===== src/rtl/bio_pkg.sv =====
// Bit positions and sizes shared by the bio_keys input unit.
package bio_pkg;
  localparam int NUM_KEYS    = 3;
  localparam int NUM_SW      = 18;
  localparam int KEY_LVL_LSB = 0;
  localparam int KEY_PRS_LSB = 4;
  localparam int KEY_REL_LSB = 8;
  localparam int IRQ_EN_BIT  = 12;
  localparam int SW_LSB      = 14;

  typedef logic [NUM_KEYS-1:0] key_vec_t;
endpackage


===== src/rtl/key_debounce.sv =====
// One pushbutton: 2-flop synchronizer, stable-time counter and debounced level.
// rise/fall pulse on the same edge at which the debounced level changes.
module key_debounce #(
  parameter int DEBOUNCE_CYC = 500000
) (
  input  logic clk,
  input  logic rst,
  input  logic key_n,
  output logic level,
  output logic rise,
  output logic fall
);
  localparam int CW = $clog2(DEBOUNCE_CYC);
  localparam logic [CW-1:0] CNT_LAST = CW'(DEBOUNCE_CYC - 1);

  logic [1:0]    sync_reg;
  logic [CW-1:0] cnt_reg;
  logic          stable_reg;
  logic          key_sync;
  logic          settle;

  // Synchronizer idles at released (high) so reset never looks like a press.
  always_ff @(posedge clk or posedge rst) begin
    if (rst) sync_reg <= 2'b11;
    else     sync_reg <= {sync_reg[0], key_n};
  end

  assign key_sync = ~sync_reg[1];
  assign settle   = (key_sync != stable_reg) && (cnt_reg == CNT_LAST);

  always_ff @(posedge clk or posedge rst) begin
    if (rst) begin
      stable_reg <= 1'b0;
      cnt_reg    <= '0;
    end else if (key_sync == stable_reg) begin
      cnt_reg <= '0;
    end else if (settle) begin
      stable_reg <= key_sync;
      cnt_reg    <= '0;
    end else begin
      cnt_reg <= cnt_reg + 1'b1;
    end
  end

  assign level = stable_reg;
  assign rise  = settle & key_sync;
  assign fall  = settle & ~key_sync;
endmodule


===== src/rtl/bio_keys.sv =====
// Debounced key / switch input unit with W1C event flags and a level interrupt.
// Optional feature macro: BIO_KEYS_RELEASE_EN (latch release events).
module bio_keys
  import bio_pkg::*;
#(
  parameter int DEBOUNCE_CYC = 500000
) (
  input  logic                clk,
  input  logic                rst,
  input  logic                en,
  input  logic                wr,
  input  logic [31:0]         din,
  output logic [31:0]         dout,
  input  logic [NUM_KEYS-1:0] key_n,
  input  logic [NUM_SW-1:0]   sw,
  output logic                irq
);
  key_vec_t          level, rise, fall;
  key_vec_t          press_reg, press_next, rel_flags;
  logic              irq_en_reg;
  logic              wr_en;
  logic [NUM_SW-1:0] sw_meta_reg, sw_sync_reg;
  logic              unused_bits;

  assign wr_en = en & wr;

  genvar gi;
  generate
    for (gi = 0; gi < NUM_KEYS; gi++) begin : g_key
      key_debounce #(.DEBOUNCE_CYC(DEBOUNCE_CYC)) u_deb (
        .clk   (clk),
        .rst   (rst),
        .key_n (key_n[gi]),
        .level (level[gi]),
        .rise  (rise[gi]),
        .fall  (fall[gi])
      );
    end
  endgenerate

  // A set arriving on the clearing edge wins.
  assign press_next = (press_reg & ~(wr_en ? din[KEY_PRS_LSB +: NUM_KEYS] : '0)) | rise;

  always_ff @(posedge clk or posedge rst) begin
    if (rst) begin
      press_reg   <= '0;
      irq_en_reg  <= 1'b0;
      sw_meta_reg <= '0;
      sw_sync_reg <= '0;
    end else begin
      press_reg   <= press_next;
      sw_meta_reg <= sw;
      sw_sync_reg <= sw_meta_reg;
      if (wr_en) irq_en_reg <= din[IRQ_EN_BIT];
    end
  end

`ifdef BIO_KEYS_RELEASE_EN
  key_vec_t rel_reg, rel_next;

  assign rel_next = (rel_reg & ~(wr_en ? din[KEY_REL_LSB +: NUM_KEYS] : '0)) | fall;

  always_ff @(posedge clk or posedge rst) begin
    if (rst) rel_reg <= '0;
    else     rel_reg <= rel_next;
  end

  assign rel_flags   = rel_reg;
  assign unused_bits = ^{din[31:13], din[11], din[7], din[3:0]};
`else
  assign rel_flags   = '0;
  assign unused_bits = ^{din[31:13], din[11:7], din[3:0], fall};
`endif

  assign irq = irq_en_reg & (|press_reg | |rel_flags);

  always_comb begin
    dout = '0;
    dout[KEY_LVL_LSB +: NUM_KEYS] = level;
    dout[KEY_PRS_LSB +: NUM_KEYS] = press_reg;
    dout[KEY_REL_LSB +: NUM_KEYS] = rel_flags;
    dout[IRQ_EN_BIT]              = irq_en_reg;
    dout[SW_LSB +: NUM_SW]        = sw_sync_reg;
  end
endmodule

===== config.mk =====
export PLATFORM = sky130hd
export DESIGN_NAME = bio_keys
export DESIGN_NICKNAME = d
export VERILOG_FILES = /design/src/rtl/bio_pkg.sv /design/src/rtl/key_debounce.sv /design/src/rtl/bio_keys.sv
export SDC_FILE = /design/constraint.sdc
export NUM_CORES = 1
export LEC_CHECK = 0
export ABC_AREA = 1
export ABC_CLOCK_PERIOD_IN_PS = 10750
export BUFFER_PORTS_ARGS = -buffer_cell sky130_fd_sc_hd__buf_4
export CAP_MARGIN = 20
export CORE_UTILIZATION = 59
export CTS_CLUSTER_DIAMETER = 80
export DETAILED_ROUTE_END_ITERATION = 6
export MAX_ROUTING_LAYER = met4
export PLACE_DENSITY_LB_ADDON = 0.05
export RECOVER_POWER = 25
export SLEW_MARGIN = 20
export SYNTH_ARGS = -nofsm -noshare
export SYNTH_HDL_FRONTEND = slang
export SYNTH_SLANG_ARGS = --single-unit

===== constraint.sdc =====
create_clock -name clk -period 10.75 [get_ports clk]
set_clock_uncertainty 0.15 [all_clocks]
set_input_delay 2.15 -clock clk [delete_from_list [all_inputs] [get_ports clk]]
set_output_delay 2.15 -clock clk [all_outputs]
set_load 0.1 [all_outputs]

; ---- Word-level counts from Yosys, hierarchy flattened
; Cells that the tools add are included.
[classes]
addsub = 3
eq_ne = 9
n_mux = 7
bitwise = 14
n_reduce_logical = 7
[op_table]
columns = cell, n
row1 = $mux W19, 6
row2 = $add A19 B1 Y19 const B, 3
row3 = $eq A19 B19 Y1 const B, 3
row4 = $not A1 Y1, 6
row5 = $reduce_and A2 Y1, 3
row6 = $and A1 B1 Y1, 5
row7 = $and A3 B3 Y3, 1
row8 = $eq A1 B1 Y1, 3
row9 = $logic_and A1 B1 Y1, 3
row10 = $mux W3, 1
row11 = $ne A1 B1 Y1, 3
row12 = $not A3 Y3, 1
row13 = $or A3 B3 Y3, 1
row14 = $reduce_or A3 Y1, 1
[word_totals]
ff_bits = 106
in_bits = 57
output_inout_bits = 33
wordCells = 53

; ---- Logic depth before layout (Yosys ltp)
; Gate-level depths: netlist of run 1.
[logic_depth]
ltp_word = 5
mapped_depth = 9
ltp_nobuf = 9

; ---- Hierarchy
; From an unflattened synthesis of run 1, not the netlist that was laid out.
[unflattened]
cells_unflattened = 588
hier_area_um2 = 5007.3
[by_module_without_submodules]
columns = mod, n_inst, cells_per_inst, area_each_um2, seq_area_each_um2
row1 = key_debounce (g_key[1].u_deb ...), 2, 169, 1270.0, 553.0
row2 = key_debounce (g_key[0].u_deb), 1, 180, 1317.5, 553.0
row3 = bio_keys, 1, 70, 1149.9, 1001.0

; ---- Worst setup path before layout of run 1
; Ideal clock, no wire load.
[synth_path]
path_kind = register -> output
start = register press_reg[1]
end = output port irq
arrival_time_ps = 1835
required_time_ps = 8450
setup_slack_ps = 6615
stages_incl_launch_ff = 2
path_buffers = 0
cell_sequence = dfrtp_1 > o31a_1
[synth_between]
elab_chain_len = 2
[synth_lines]
columns = item, line
row1 = "start, declared", bio_keys.sv:19  ; key_vec_t press_reg, press_next, rel_flags;
row2 = "start signal, assigned", bio_keys.sv:51  ; press_reg <= press_next;
row3 = $reduce_or A3 Y1, bio_keys.sv:75  ; assign irq = irq_en_reg & (|press_reg | |rel_flags);
row4 = $and A1 B1 Y1, bio_keys.sv:75
row5 = "end, declared", bio_keys.sv:16  ; output logic irq
; Every way passes these cells.

; ---- Worst setup path in the final report of run 1
; Ends and elaborated chain as after synthesis.

==> results of run 1 <==
-- through the flow --
step | total power [mW] | setup slack (ps)
after floorplan | 0.480 | 5670
after global placement | 0.499 | 7140
after detailed placement | 0.499 | 7130
after CTS | 0.752 | 7090
after global routing | 0.772 | 7060
final | 0.743 | 7110
-- routing by layer --
metal,vias to the layer above,wire (um),GRT usage (%)
li1,1915,-,-
met1,1813,4310,32.2
met2,82,4810,42.0
met3,17,447,3.88
met4,0,148,8.97
met5,-,0,-
-- Yosys cell counts --
| cell | n |
|---|---|
| nand3_2 | 2 |
| inv_2 | 3 |
| o31a_1 | 1 |
| nor2_2 | 17 |
| o21bai_1 | 1 |
| ha_1 | 3 |
| and2_1 | 1 |
| dfstp_2 | 6 |
| nor2_1 | 120 |
| o21ai_0 | 1 |
| nand2_2 | 13 |
| nor3_1 | 3 |
| buf_4 | 11 |
| nor3b_1 | 1 |
| o21ai_1 | 5 |
| nand3b_1 | 2 |
| a21oi_1 | 6 |
| nor2_4 | 10 |
| or2_1 | 1 |
| clkinv_1 | 2 |
| xnor2_1 | 9 |
| buf_2 | 2 |
| xor2_1 | 16 |
| a31oi_1 | 1 |
| nand3_1 | 43 |
| nand4_1 | 14 |
| nand2_1 | 120 |
| dfrtp_1 | 100 |
| conb_1 | 1 |
| inv_1 | 70 |
| nand3_4 | 1 |
| o21a_1 | 2 |
-- worst reg2reg max path: cells and delay by family (launching register included) --
family                 cells  cell delay, ps
and+or+nand+nor            4            1140
DFF                        1             550
buffers and inverters      1             330
-- report_power, final --
| part | leakage [nW] | internal [mW] | switching, mW |
|---|---|---|---|
| Combinational | 1.14 | 0.0153 | 0.0596 |
| Clock | 0.107 | 0.0958 | 0.157 |
| Sequential | 1.37 | 0.410 | 0.00475 |
| Total | 2.61 | 0.521 | 0.222 |
-- area by class of cell --
cell class                      instances  area (um2)
Timing Repair Buffer                   55         413
Clock inverter                          7        88.8
Sequential cell                       106        2660
Multi-Input combinational cell        400        1930
Inverter                               75         284
Fill cell                             642        2540
Clock buffer                            9         124
Tap cell                              105         131
-- cell families after synthesis --
group	Yosys count	share of synthesized area (%)
AOI/OAI and AO/OA	17	1.96
xor gates and xnor gates	25	4.39
adders and majority gates	3	0.753
buffers and inverters	88	7.51
DFF	106	53.4
other	1	0.0752
and+or+nand+nor	348	31.9
-- worst paths after layout --
| kind | from | endpoint | slack, ps |
|---|---|---|---|
| max | press_reg[1] | irq | 7110 |
| min reg2reg | g_key[0].u_deb.sync_reg[0] | g_key[0].u_deb.sync_reg[1] | 200 |
| min in group asynchronous | rst | sw_meta_reg[9] | 1700 |
| max in group asynchronous | rst | sw_sync_reg[0] | 7620 |
| min | g_key[0].u_deb.sync_reg[0] | g_key[0].u_deb.sync_reg[1] | 200 |
| max reg2reg | g_key[1].u_deb.sync_reg[1] | g_key[1].u_deb.cnt_reg[5] | 8460 |
==> metrics, run 1 <==
routability cong. 0.969; cell depth of the worst flop-to-flop path 5; count of input and output buffers 54; worst min-delay path category reg2reg; Root Driver clkbuf_8; share of the clock period used by the worst path 33.8%; placed inst area 0.00546 mm2; vias in the first global route 3660; clock tree from TritonCTS yes; pin count of the biggest net entering global routing 55; ordered list of cells on the worst path o31a_1, buf_4; biggest area contributors in the synthesized netlist dfrtp_1 50%, nand2_1 9.0%, nor2_1 9.0%; portion of synthesized cell area occupied by the leading cell type 50.2%; antenna violations before repair 0; critical path capture point type output port; total die area 0.00882 mm2; final critical-path required period 3640 ps; commonest cells after routing, fill and taps aside 126 x nor2_1, 123 x nand2_1, 100 x dfrtp_1, 69 x inv_1, 55 x buf_4; die outline width 93.9 um; htree depth 3; total leakage power 2.61 nW; number of sinks driven by the clock tree 106; setup fix buffers added after clock tree synthesis 0; number of design rule violations left after detail routing 0; family with the most delay on the worst path flip-flops; arrival time at the worst endpoint 1340 ps; register bit total from synthesis 106; clock transition at the registers of the reported paths 120 ps; CP max-delay cell dfrtp_1; total routed wirelength 9710 um; top-level I/O count 90; routed vias 3827; power density over the cells 132 mW/mm2; Clk Latency, worst-skew pair 380 ps; area added between synthesis and finish 13.0%; setup repair after global routing missed its margin false; instance count along the most critical hold path 0; Synth Warn # 0; Slew @ Worst Pin 876 ps; Crit. path cell count 2; Max Freq 275 MHz; worst hold slack 200 ps; largest stage delay on the critical path 420 ps; count of nets after finishing 707; final slew viol count 0; number of standard cells after synthesis 588; global-route wire length before repair 16800 um; most common cell after layout, fill and taps aside nor2_1; final core area utilization 68.9%; startpoint type of the worst setup path register; hold buffer count at cts 0; final HPWL from detailed placement 7100 um; Cell Count, Final, Fillers Out 757; required time reported for the critical path endpoint 8450 ps; leftover overflow at the end of global routing 0; Syn Area/Cell 8.48 um2; DRC violation total after the first TritonRoute iteration 222; DR vias/cell 5.06; buffering stage count on the worst path with inverters included 1; number of failing hold endpoints at the final stage 0; fraction of layout cells with a size suffix above 1 17.3%; Total GRT Usage 25.5%; core region area 0.00818 mm2; cell type contributing the most total cell area after synthesis dfrtp_1; placed insts 741; proportion of synthesized chip area in sequential cells 53.4%; post-detailed-route wirelength per cell 12.8 um; worst relative slew slack 41.4%; number of core rows 33; max-cap check violation count 0; flip-flop count of the largest register, all copies and words added 57; Setup TNS 0 ps; post-route cell area 0.00563 mm2; Setup-failing EPs final 0; Critical Setup Path Class reg2out; ANT nets after route 0; clock buffer count from CTS 9; area of the mapped netlist 0.00498 mm2; count of distinct cell types in the synthesized netlist 32; count of cells resized by post-cts repair 0; detailed-router iteration count before antenna repair 5; outcome finished, final reports clean; Max Buffers Root-to-Sink 2; peak supply drop 101 uV; worst-path maximum fanout 3; chip height 93.9 um; antenna cells 0; effective utilization at floorplan 61.0%
(Power assumes the default switching activity.)
==> run 2, diff against run 1 <==
ABC_CLOCK_PERIOD_IN_PS = 3000   (was 10750)
CORE_UTILIZATION = 50   (was 59)
clock period = 3 ns   (was 10.75 ns; I/O delays follow)
==> metrics, run 2 (same netlist as run 1, synthesis figures left out) <==
chip height 102 um (+8.4%); global-route wire length before repair 16100 um (-4.0%); worst setup timing slack at the placement stage 1120 ps (-6010 ps); final slew viol count 0 (unchanged); pin count of the biggest net entering global routing 51 (-7.3%); Clk Latency, worst-skew pair 380 ps (about the same); Total GRT Usage 21.1% (-4.3 points); clock buffer count from CTS 9 (unchanged); number of failing hold endpoints at the final stage 0 (unchanged); fill cell count 886 (+38%); power density over the cells 459 mW/mm2 (+250%); fraction of layout cells with a size suffix above 1 19.1% (+1.8 points); total routed wirelength 9570 um (-1.5%); post-layout total power 2.62 mW (+250%); number of design rule violations left after detail routing 0 (unchanged); number of sinks driven by the clock tree 106 (unchanged); setup repair after global routing missed its margin false; routability cong. 0.874 (-9.9%); DRC violation total after the first TritonRoute iteration 135 (-39%); Max Buffers Root-to-Sink 2 (unchanged); DR vias/cell 4.72 (-6.6%); worst min-delay path category in2reg; count of cells resized by post-cts repair 0 (unchanged); required time reported for the critical path endpoint 2250 ps (-6200 ps); worst relative slew slack 34.5% (-6.9 points); final HPWL from detailed placement 7070 um (-0.43%); clock transition at the registers of the reported paths 100 ps (-20 ps); clock tree from TritonCTS yes; post-detailed-route wirelength per cell 12.2 um (-5.1%); setup fix buffers added after clock tree synthesis 0 (unchanged); arrival time at the worst endpoint 1330 ps (about the same); die outline width 102 um (+8.4%); share of the clock period used by the worst path 69.3%; total leakage power 2.61 nW (about the same); htree depth 3 (unchanged); effective utilization at floorplan 51.2% (-9.7 points); peak supply drop 448 uV (+340%); outcome finished, final reports clean; startpoint type of the worst setup path register; number of core rows 36 (+9.1%); leftover overflow at the end of global routing 0 (unchanged); count of input and output buffers 54 (unchanged); routed vias 3713 (-3.0%); total die area 0.0104 mm2 (+18%); core region area 0.00973 mm2 (+19%); top-level I/O count 90 (unchanged); Slew @ Worst Pin 977 ps (+102 ps); worst-path maximum fanout 3 (unchanged); vias in the first global route 3504 (-4.3%); Critical Setup Path Class reg2out; ANT nets after route 0 (unchanged); commonest cells after routing, fill and taps aside 120 x nand2_1, 120 x nor2_1, 100 x dfrtp_1, 69 x inv_1, 43 x nand3_1; antenna violations before repair 0 (unchanged); area added between synthesis and finish 14.5%; max-cap check violation count 0 (unchanged); final critical-path required period 2080 ps; count of nets after finishing 708 (+0.14%); Setup TNS 0 ps (unchanged); FF+latch area 0.00266 mm2 (unchanged); Max Freq 481 MHz; Final WS setup 921 ps (-6190 ps); antenna cells 0 (unchanged); detailed-router iteration count before antenna repair 4 (-1); Root Driver clkbuf_8; flip-flop count of the largest register, all copies and words added 57 (unchanged); Setup-failing EPs final 0 (unchanged); critical path capture point type output port; area occupied by multi-input gates 0.00197 mm2 (+2.2%); hold buffer count at cts 0 (unchanged)
## run 2: cell types whose count changed in the layout (fill, tap and decap cells not counted), sizes merged
cell	change
clkbuf	+22
clkinv	-2
buf	-21
clkinvlp	+2
## run 2: final cells by class
type / count / area share (%)
Timing Repair Buffer: 56 / 7.59
Clock inverter: 7 / 1.16
Tap cell: 133 / 2.92
Multi-Input combinational cell: 400 / 34.6
Inverter: 75 / 4.96
Sequential cell: 106 / 46.6
Clock buffer: 9 / 2.17
## run 2: path summary, 6_finish.rpt
check / startpoint / to / slack [ps] / cells after the start
worst max-delay path: press_reg[1] / irq / 920 / 2
max in group asynchronous: rst / g_key[2].u_deb.sync_reg[1] / 1500 / 3
worst max register to register: g_key[0].u_deb.sync_reg[1] / g_key[0].u_deb.cnt_reg[17] / 1100 / 7
min in group asynchronous: rst / sw_meta_reg[9] / 230 / 2
worst min-delay path: key_n[2] / g_key[2].u_deb.sync_reg[0] / 170 / 1
worst min register to register: sw_meta_reg[1] / sw_sync_reg[1] / 200 / 0
## run 2: stage by stage
stage               cell area, um2  cells  utilization [%]  hold WS (ps)
floorplan                     5010    594                -           181
global placement              5520    770             56.7           182
detailed placement            5520    770             56.7           185
CTS                           5710    786             58.7          76.0
global route                  5700    786             58.6           140
finish                        5700    786             58.6           175
## run 2: power breakdown
group / internal [mW] / switching [mW] / total [mW]
clock: 0.327 / 0.534 / 0.861
combinational: 0.0565 / 0.213 / 0.270
sequential: 1.47 / 0.0178 / 1.49
## run 2: routing by layer
metal / global-route usage, % / vias up / wire length [um]
met2: 32.5 / 67 / 4530
met1: 26.9 / 1726 / 4460
met5: - / - / 0
li1: - / 1907 / -
met4: 6.26 / 0 / 142
met3: 6.57 / 13 / 434
## run 2: worst max-delay path, stage by stage (launching register included)
cell and delay, ps:
dfrtp_1 420, o31a_1 300, buf_4 230
